==> config.mk <==
export PLATFORM = sky130hd
export DESIGN_NAME = hazard_stall_ctrl
export DESIGN_NICKNAME = d
export VERILOG_FILES = /design/src/rtl/hazard_pkg.sv /design/src/rtl/md_busy_timer.sv /design/src/rtl/hazard_stall_ctrl.sv
export SDC_FILE = /design/constraint.sdc
export NUM_CORES = 1
export LEC_CHECK = 0
export BUFFER_PORTS_ARGS = -buffer_cell sky130_fd_sc_hd__buf_2
export CAP_MARGIN = 20
export CORE_MARGIN = 2
export CORE_UTILIZATION = 44
export CTS_BUF_LIST = sky130_fd_sc_hd__clkbuf_4
export CTS_CLUSTER_DIAMETER = 50
export DETAILED_ROUTE_END_ITERATION = 12
export GPL_TIMING_DRIVEN = 0
export PLACE_DENSITY = 0.85
export SYNTH_ARGS = -nofsm -noshare
export SYNTH_HDL_FRONTEND = slang
export SYNTH_SLANG_ARGS = --single-unit
==> constraint.sdc <==
create_clock -name clk -period 2.6 [get_ports clk]
set_clock_uncertainty 0.2 [all_clocks]
set_input_delay 0.26 -clock clk [delete_from_list [all_inputs] [get_ports clk]]
set_output_delay 0.26 -clock clk [all_outputs]
set_load 0.005 [all_outputs]
==> src/rtl/hazard_pkg.sv <==
`default_nettype none
// ============================================================================
//  Module      : hazard_pkg
//  Description : Shared types and constants for the pipeline hazard / stall
//                controller: md-unit FSM state, stall_cause encodings and the
//                hard-wired zero register index.
//  Revision    : 1.0 - initial release
// ============================================================================
package hazard_pkg;

    // Multiply/divide tracker state.
    typedef enum logic [0:0] {
        RUN     = 1'b0,
        MD_BUSY = 1'b1
    } md_state_e;

    // stall_cause output encodings.
    localparam logic [1:0] CAUSE_NONE = 2'd0;
    localparam logic [1:0] CAUSE_LU   = 2'd1;
    localparam logic [1:0] CAUSE_MD   = 2'd2;
    localparam logic [1:0] CAUSE_IMEM = 2'd3;

    // Register 0 is hard-wired to zero, so a load to it never creates a hazard.
    localparam int REG_ZERO = 0;

    // Width of the md busy countdown; covers MD_CYCLES up to 255.
    localparam int MD_CNT_W = 8;

endpackage : hazard_pkg
`default_nettype wire

==> src/rtl/md_busy_timer.sv <==
`default_nettype none
// ============================================================================
//  Module      : md_busy_timer
//  Description : Tracks the multi-cycle multiply/divide unit. md_start in RUN
//                loads MD_CYCLES-1 and enters MD_BUSY; the count decrements
//                each cycle and the FSM returns to RUN after the cycle in which
//                the count is zero, giving exactly MD_CYCLES busy cycles.
//  Ports       : clk, rst (async, active-high), md_start -> md_busy
//  Revision    : 1.0 - initial release
// ============================================================================
module md_busy_timer
    import hazard_pkg::*;
#(
    parameter int MD_CYCLES = 32
) (
    input  logic clk,
    input  logic rst,
    input  logic md_start,
    output logic md_busy
);

    localparam logic [MD_CNT_W-1:0] c_md_load = MD_CNT_W'(MD_CYCLES - 1);

    md_state_e             r_state_q;
    md_state_e             w_state_d;
    logic [MD_CNT_W-1:0]   r_cnt_q;
    logic [MD_CNT_W-1:0]   w_cnt_d;

    always_ff @(posedge clk or posedge rst) begin
        if (rst) begin
            r_state_q <= RUN;
            r_cnt_q   <= '0;
        end else begin
            r_state_q <= w_state_d;
            r_cnt_q   <= w_cnt_d;
        end
    end

    // md_start while busy is ignored: only RUN looks at it.
    always_comb begin
        w_state_d = r_state_q;
        w_cnt_d   = r_cnt_q;
        case (r_state_q)
            RUN: begin
                if (md_start) begin
                    w_state_d = MD_BUSY;
                    w_cnt_d   = c_md_load;
                end
            end
            MD_BUSY: begin
                if (r_cnt_q == '0) begin
                    w_state_d = RUN;
                end else begin
                    w_cnt_d = r_cnt_q - MD_CNT_W'(1);
                end
            end
            default: begin
                w_state_d = RUN;
                w_cnt_d   = '0;
            end
        endcase
    end

    assign md_busy = (r_state_q == MD_BUSY);

    // The ID-stage md interlock should make a second issue impossible.
    a_no_md_start_when_busy: assert property (
        @(posedge clk) disable iff (rst) !(md_start && (r_state_q == MD_BUSY))
    );

endmodule : md_busy_timer
`default_nettype wire

==> src/rtl/hazard_stall_ctrl.sv <==
`default_nettype none
// ============================================================================
//  Module      : hazard_stall_ctrl
//  Description : Pipeline sequencing controller for the 5-stage core.
//                Decodes load-use, md-busy and imem-miss hazards and drives
//                PC write, IF/ID hold/flush and ID/EX bubble controls with
//                fixed priority: branch > md > load-use > imem > run.
//                Optional performance counters for stall cycles and
//                taken-branch flushes are built only when HAZ_PERF_CNT_EN is
//                defined; otherwise stall_cnt/flush_cnt are tied to zero.
//  Ports       : clk, rst (async, active-high)
//                in : id_rs, id_rt, id_use_rs, id_use_rt, id_is_md,
//                     ex_mem_read, ex_rd, branch_taken, md_start, imem_ready
//                out: pc_write, if_id_write, if_id_flush, id_ex_flush,
//                     md_busy, stall_cause, stall_cnt, flush_cnt
//  Macro       : HAZ_PERF_CNT_EN
//  Revision    : 1.0 - initial release
// ============================================================================
module hazard_stall_ctrl
    import hazard_pkg::*;
#(
    parameter int MD_CYCLES = 32,
    parameter int REG_W     = 5,
    parameter int CNT_W     = 16
) (
    input  logic             clk,
    input  logic             rst,
    input  logic [REG_W-1:0] id_rs,
    input  logic [REG_W-1:0] id_rt,
    input  logic             id_use_rs,
    input  logic             id_use_rt,
    input  logic             id_is_md,
    input  logic             ex_mem_read,
    input  logic [REG_W-1:0] ex_rd,
    input  logic             branch_taken,
    input  logic             md_start,
    input  logic             imem_ready,
    output logic             pc_write,
    output logic             if_id_write,
    output logic             if_id_flush,
    output logic             id_ex_flush,
    output logic             md_busy,
    output logic [1:0]       stall_cause,
    output logic [CNT_W-1:0] stall_cnt,
    output logic [CNT_W-1:0] flush_cnt
);

    logic w_lu;
    logic w_mdh;
    logic w_im;

    md_busy_timer #(
        .MD_CYCLES (MD_CYCLES)
    ) u_md_busy_timer (
        .clk      (clk),
        .rst      (rst),
        .md_start (md_start),
        .md_busy  (md_busy)
    );

    assign w_lu  = ex_mem_read
                 & (ex_rd != REG_W'(REG_ZERO))
                 & ((id_use_rs & (id_rs == ex_rd)) | (id_use_rt & (id_rt == ex_rd)));
    assign w_mdh = id_is_md & md_busy;
    assign w_im  = ~imem_ready;

    // Interlock stalls hold IF/ID rather than flushing it, so an imem miss in
    // the same cycle cannot overwrite the waiting ID instruction.
    always_comb begin
        pc_write    = 1'b1;
        if_id_write = 1'b1;
        if_id_flush = 1'b0;
        id_ex_flush = 1'b0;
        stall_cause = CAUSE_NONE;
        if (rst) begin
            pc_write    = 1'b0;
            if_id_write = 1'b0;
            if_id_flush = 1'b1;
            id_ex_flush = 1'b1;
        end else if (branch_taken) begin
            if_id_flush = 1'b1;
            id_ex_flush = 1'b1;
        end else if (w_mdh) begin
            pc_write    = 1'b0;
            if_id_write = 1'b0;
            id_ex_flush = 1'b1;
            stall_cause = CAUSE_MD;
        end else if (w_lu) begin
            pc_write    = 1'b0;
            if_id_write = 1'b0;
            id_ex_flush = 1'b1;
            stall_cause = CAUSE_LU;
        end else if (w_im) begin
            // ID keeps advancing; a nop is loaded behind it.
            pc_write    = 1'b0;
            if_id_flush = 1'b1;
            stall_cause = CAUSE_IMEM;
        end
    end

`ifdef HAZ_PERF_CNT_EN
    logic [CNT_W-1:0] r_stall_cnt_q;
    logic [CNT_W-1:0] w_stall_cnt_d;
    logic [CNT_W-1:0] r_flush_cnt_q;
    logic [CNT_W-1:0] w_flush_cnt_d;

    // Saturating counters; pc_write is forced low during reset but the flops
    // are held cleared then, so only live cycles are counted.
    always_comb begin
        w_stall_cnt_d = r_stall_cnt_q;
        w_flush_cnt_d = r_flush_cnt_q;
        if (!pc_write && (r_stall_cnt_q != '1)) begin
            w_stall_cnt_d = r_stall_cnt_q + CNT_W'(1);
        end
        if (branch_taken && (r_flush_cnt_q != '1)) begin
            w_flush_cnt_d = r_flush_cnt_q + CNT_W'(1);
        end
    end

    always_ff @(posedge clk or posedge rst) begin
        if (rst) begin
            r_stall_cnt_q <= '0;
            r_flush_cnt_q <= '0;
        end else begin
            r_stall_cnt_q <= w_stall_cnt_d;
            r_flush_cnt_q <= w_flush_cnt_d;
        end
    end

    assign stall_cnt = r_stall_cnt_q;
    assign flush_cnt = r_flush_cnt_q;
`else
    assign stall_cnt = '0;
    assign flush_cnt = '0;
`endif

endmodule : hazard_stall_ctrl
`default_nettype wire

# After elaboration in Yosys (flattened, before gate mapping)
# Cells that the tools add are included.
classes:
  addsub: 1
  n_eq_ne: 4
  muxes: 29
  bitwise_logic: 7
  n_reduce_logical: 3
ops:
  columns: ["operator", "n"]
  rows:
  - ["$mux W1", 20]
  - ["$mux W8", 2]
  - ["$pmux W8 S2", 1]
  - ["$eq A5 B5 Y1", 2]
  - ["$mux W2", 5]
  - ["$logic_not A8 Y1", 1]
  - ["$sub A8 B1 Y8 const B", 1]
  - ["$and A1 B1 Y1", 5]
  - ["$reduce_bool A5 Y1", 1]
  - ["$ne A2 B2 Y1 const B", 2]
  - ["$pmux W1 S2", 1]
  - ["$reduce_and A2 Y1", 1]
  - ["$not A1 Y1", 1]
  - ["$or A1 B1 Y1", 1]
word_totals:
  ff_bits: 9
  input_bits: 24
  output_inout_bits: 39
  word_cells: 46

# Logic depth before layout (Yosys ltp)
depth:
  word_depth: 8
  depth_mapped: 6
  ltp_nobuf: 6

# Modules after synthesis
# From an unflattened synthesis, not the netlist that was laid out.
hier_totals:
  cells_unflattened: 127
  hier_area_um2: 1039.7
by_module_without_submodules:
  columns: ["module", "instances", "cells_per_inst", "area_per_inst_um2", "seq_area_each_um2"]
  rows:
  - ["md_busy_timer", 1, 55, 523.0, 225.2]
  - ["hazard_stall_ctrl", 1, 72, 516.7, 0.0]

# Worst setup path before layout
# Ideal clock, no wire load.
synth_path:
  kind: "reg-to-reg"
  from: "register u_md_busy_timer.r_cnt_q[4]"
  to: "register u_md_busy_timer.r_cnt_q[0]"
  t_arrival_ns: 1.537
  required_time_ns: 2.275
  slack_ns: 0.738
  stages_incl_launch_ff: 5
  n_path_buf: 0
  path_cell_list: "dfrtp_1 > or4_4 > o31ai_4 > nand2_1 > mux2_4"
synth_between:
  elab_chain_len: 3
synth_lines:
  columns: ["element", "line", "rtl"]
  rows:
  - ["start, declared", "md_busy_timer.sv:26", "logic [MD_CNT_W-1:0] r_cnt_q;"]
  - ["start signal, assigned", "md_busy_timer.sv:35", "r_cnt_q <= w_cnt_d;"]
  - ["$logic_not A8 Y1", "md_busy_timer.sv:51", "if (r_cnt_q == '0) begin"]
  - ["$ne A2 B2 Y1 (no source line)", null, null]
  - ["$reduce_and A2 Y1 (no source line)", null, null]
# No other way between the ends.
# A chain may end at the register's enable or synchronous reset.

# Final worst setup path
layout_path:
  from: "register u_md_busy_timer.r_state_q, in the netlist u_md_busy_timer.md_busy"
  to: "output port id_ex_flush"
layout_between:
  elab_chain_len: 4
layout_lines:
  columns: ["element", "line", "rtl"]
  rows:
  - ["start, declared", "md_busy_timer.sv:24", "md_state_e r_state_q;"]
  - ["start signal, assigned", "md_busy_timer.sv:34", "r_state_q <= w_state_d;"]
  - ["$and A1 B1 Y1", "hazard_stall_ctrl.sv:64", "assign w_mdh = id_is_md & md_busy;"]
  - ["$mux W1", "hazard_stall_ctrl.sv:83", "end else if (w_mdh) begin"]
  - ["$mux W1", "hazard_stall_ctrl.sv:80", "end else if (branch_taken) begin"]
  - ["$mux W1", "hazard_stall_ctrl.sv:75", "if (rst) begin"]
  - ["end, declared", "hazard_stall_ctrl.sv:41", "output logic id_ex_flush,"]
# No other way between the ends.

==> results.cfg <==
[outcome]
status = complete, no violations

[global_routing]
antenna_found_initial = 0
grt_pass1_wl_um = 3118
grtUsageTotal = 0.1560
grt_overflow_total = 0
grt_pass1_vias = 816
grt_max_degree = 12

[clocking]
cts_htree_levels = 1
clk_latency_ns = 0.27
cts-buffers-inserted = 3
cts.sinks = 9
cts_buffer_depth = 2
root_buffer = clkbuf_4
clk_pin_slew_ns = 0.06
cts_tree = yes
ctsResizeCount = 0
cts_setup_buffers = 0
ctsHoldBuffers = 1

[timing]
clock.fmax_mhz = 448.1
hold_violations = 0
final.setup.tns_ns = 0
fin_crit_ns = 2.232
fin_ws_ns = 0.3683
rsz0062_at_grt = false
period_share = 0.8584
timing.hold.ws_ns = 0.1040
drv_slew = 0
setup_viol = 0

[routing]
wire_per_inst_um = 10.07
drt_iter0_markers = 16
num_vias = 939
vias_per_cell = 4.429
drc = 0
finalWirelength_um = 2135
firstDrtPassIters = 4
antenna_left = 0

[yosys]
netlist.area_leader.share = 0.2440
synthCells = 118
synth_area_per_cell_um2 = 8.345
ys_ff_latch = 9
synth_area_leaders = buf_4, dfrtp_1, xnor2_1
post-synth-top-area-cell = buf_4
synth.distinct_cells = 37
seq_area_frac_synth = 0.2287
synth_warnings = 0
syn_area_um2 = 984.7

[critical_path]
cp_max_fo = 10
cp.arrival_ns = 1.77
worst-r2r-setup-slack_ns = 0.66
cp.required_ns = 2.14
end_kind = output pin
cp-start-kind = register
crit_type = register to output pin

[final_layout]
nNetsFinal = 210
drive_above_1_share = 0.3859
fillCellCount = 193
area_delta_synth_final_pct = 34.69
diodes = 0
stdcell_count = 212
final_cell_mix = buf_4, conb_1, buf_2

[floorplanning]
die_x_um = 51.31
initial_utilization = 0.4539
dieHeight_um = 51.31
core_area_um2 = 2170
dieArea_um2 = 2632
fp-row-count = 17
io_pins = 63

[power]
pwr_density_cell_nw_per_um2 = 287.1
ir_worst_vdd_v = 0.0001774
p_leak_uw = 0.0006902

[flow_run]
cap_violations = 0

[placed_design]
place_inst = 207
port_buffers = 30
gp_congestion = 0.8009
pre_cts_ws_ns = 0.4433
post-dp-hpwl_um = 1714

[min_path]
hold_path.class = input pin to register
==> Yosys cell counts, drive strengths merged <==
master and number:
nand2 8, nand4 2, conb 1, o21ai 6, xnor2 10, nor3 2
dfrtp 9, o311ai 1, xor2 1, nor4b 1, a21oi 3, o32ai 1
a22oi 1, nand2b 3, a22o 1, buf 33, nor4 1, o22a 1
nor2 7, or4 3, inv 6, o31a 2, clkbuf 1, o31ai 3
o211ai 1, o22ai 2, and2 1, mux2 1, ha 1, nand3 1
o41ai 3, o41a 1
==> layout make-up <==
| cell class | count | area [um2] | area share |
|---|---|---|---|
| multi-input combinational | 100 | 598.1 | 0.4509 |
| buffer | 34 | 255.2 | 0.1925 |
| sequential | 9 | 225.2 | 0.1698 |
| timing repair buffer | 31 | 160.2 | 0.1208 |
| tap | 28 | 35.03 | 0.02642 |
| clock buffer | 4 | 30.03 | 0.02264 |
| inverter | 6 | 22.52 | 0.01698 |
==> power by group <==
group | total, uW | leakage [uW] | switching (uW) | internal [uW]
clock network | 124 | 0.0000184 | 54.2 | 69.9
logic | 117 | 0.000577 | 52.1 | 64.5
registers | 140 | 0.0000949 | 0 | 140
==> cell families after synthesis <==
| family | share of synthesized area |
|---|---|
| buf+inv | 0.2821 |
| simple gates | 0.1525 |
| compound gates | 0.2071 |
| xor+xnor | 0.09784 |
| flops | 0.2287 |
| fa+ha+maj | 0.01270 |
| other cells | 0.003808 |
| mux | 0.01524 |
==> metrics by stage <==
step | total power [uW] | cell area (um2) | util
after floorplan | 220.3 | 1101 | -
after CTS | 381.5 | 1326 | 0.6113
after global routing | 404.1 | 1326 | 0.6113
after global placement | 251.4 | 1286 | 0.5928
after detailed placement | 254.8 | 1286 | 0.5928
final | 380.8 | 1326 | 0.6113
==> worst paths after layout <==
check                                                start                          to  cells past startpoint
worst max-delay path               u_md_busy_timer.md_busy                 id_ex_flush                      6
worst min-delay path                              md_start  u_md_busy_timer.r_cnt_q[2]                      3
worst min register to register  u_md_busy_timer.r_cnt_q[5]  u_md_busy_timer.r_cnt_q[5]                      1
min in group asynchronous                              rst  u_md_busy_timer.r_cnt_q[2]                      3
max in group asynchronous                              rst  u_md_busy_timer.r_cnt_q[7]                      3
worst max register to register  u_md_busy_timer.r_cnt_q[4]  u_md_busy_timer.r_cnt_q[0]                      4
==> per-layer routing <==
metal  wire [um]  GRT usage
met5           0          0
met4          17    0.09211
met3         199    0.02047
met1         876     0.1588
met2        1042     0.2987
==> sequential cells by signal, summed over array words and instances, names as in the netlist <==
| signal | cells |
|---|---|
| u_md_busy_timer.r_cnt_q | 8 |
| u_md_busy_timer.md_busy | 1 |
==> critical path, cell delays in order (launching register included) <==
cell,delay (ns)
dfrtp_1,0.39
buf_6,0.15
and2_1,0.13
clkbuf_1,0.16
nor3_1,0.31
o21ai_0,0.20
buf_2,0.17
Power figures use the tool's default switching activity.
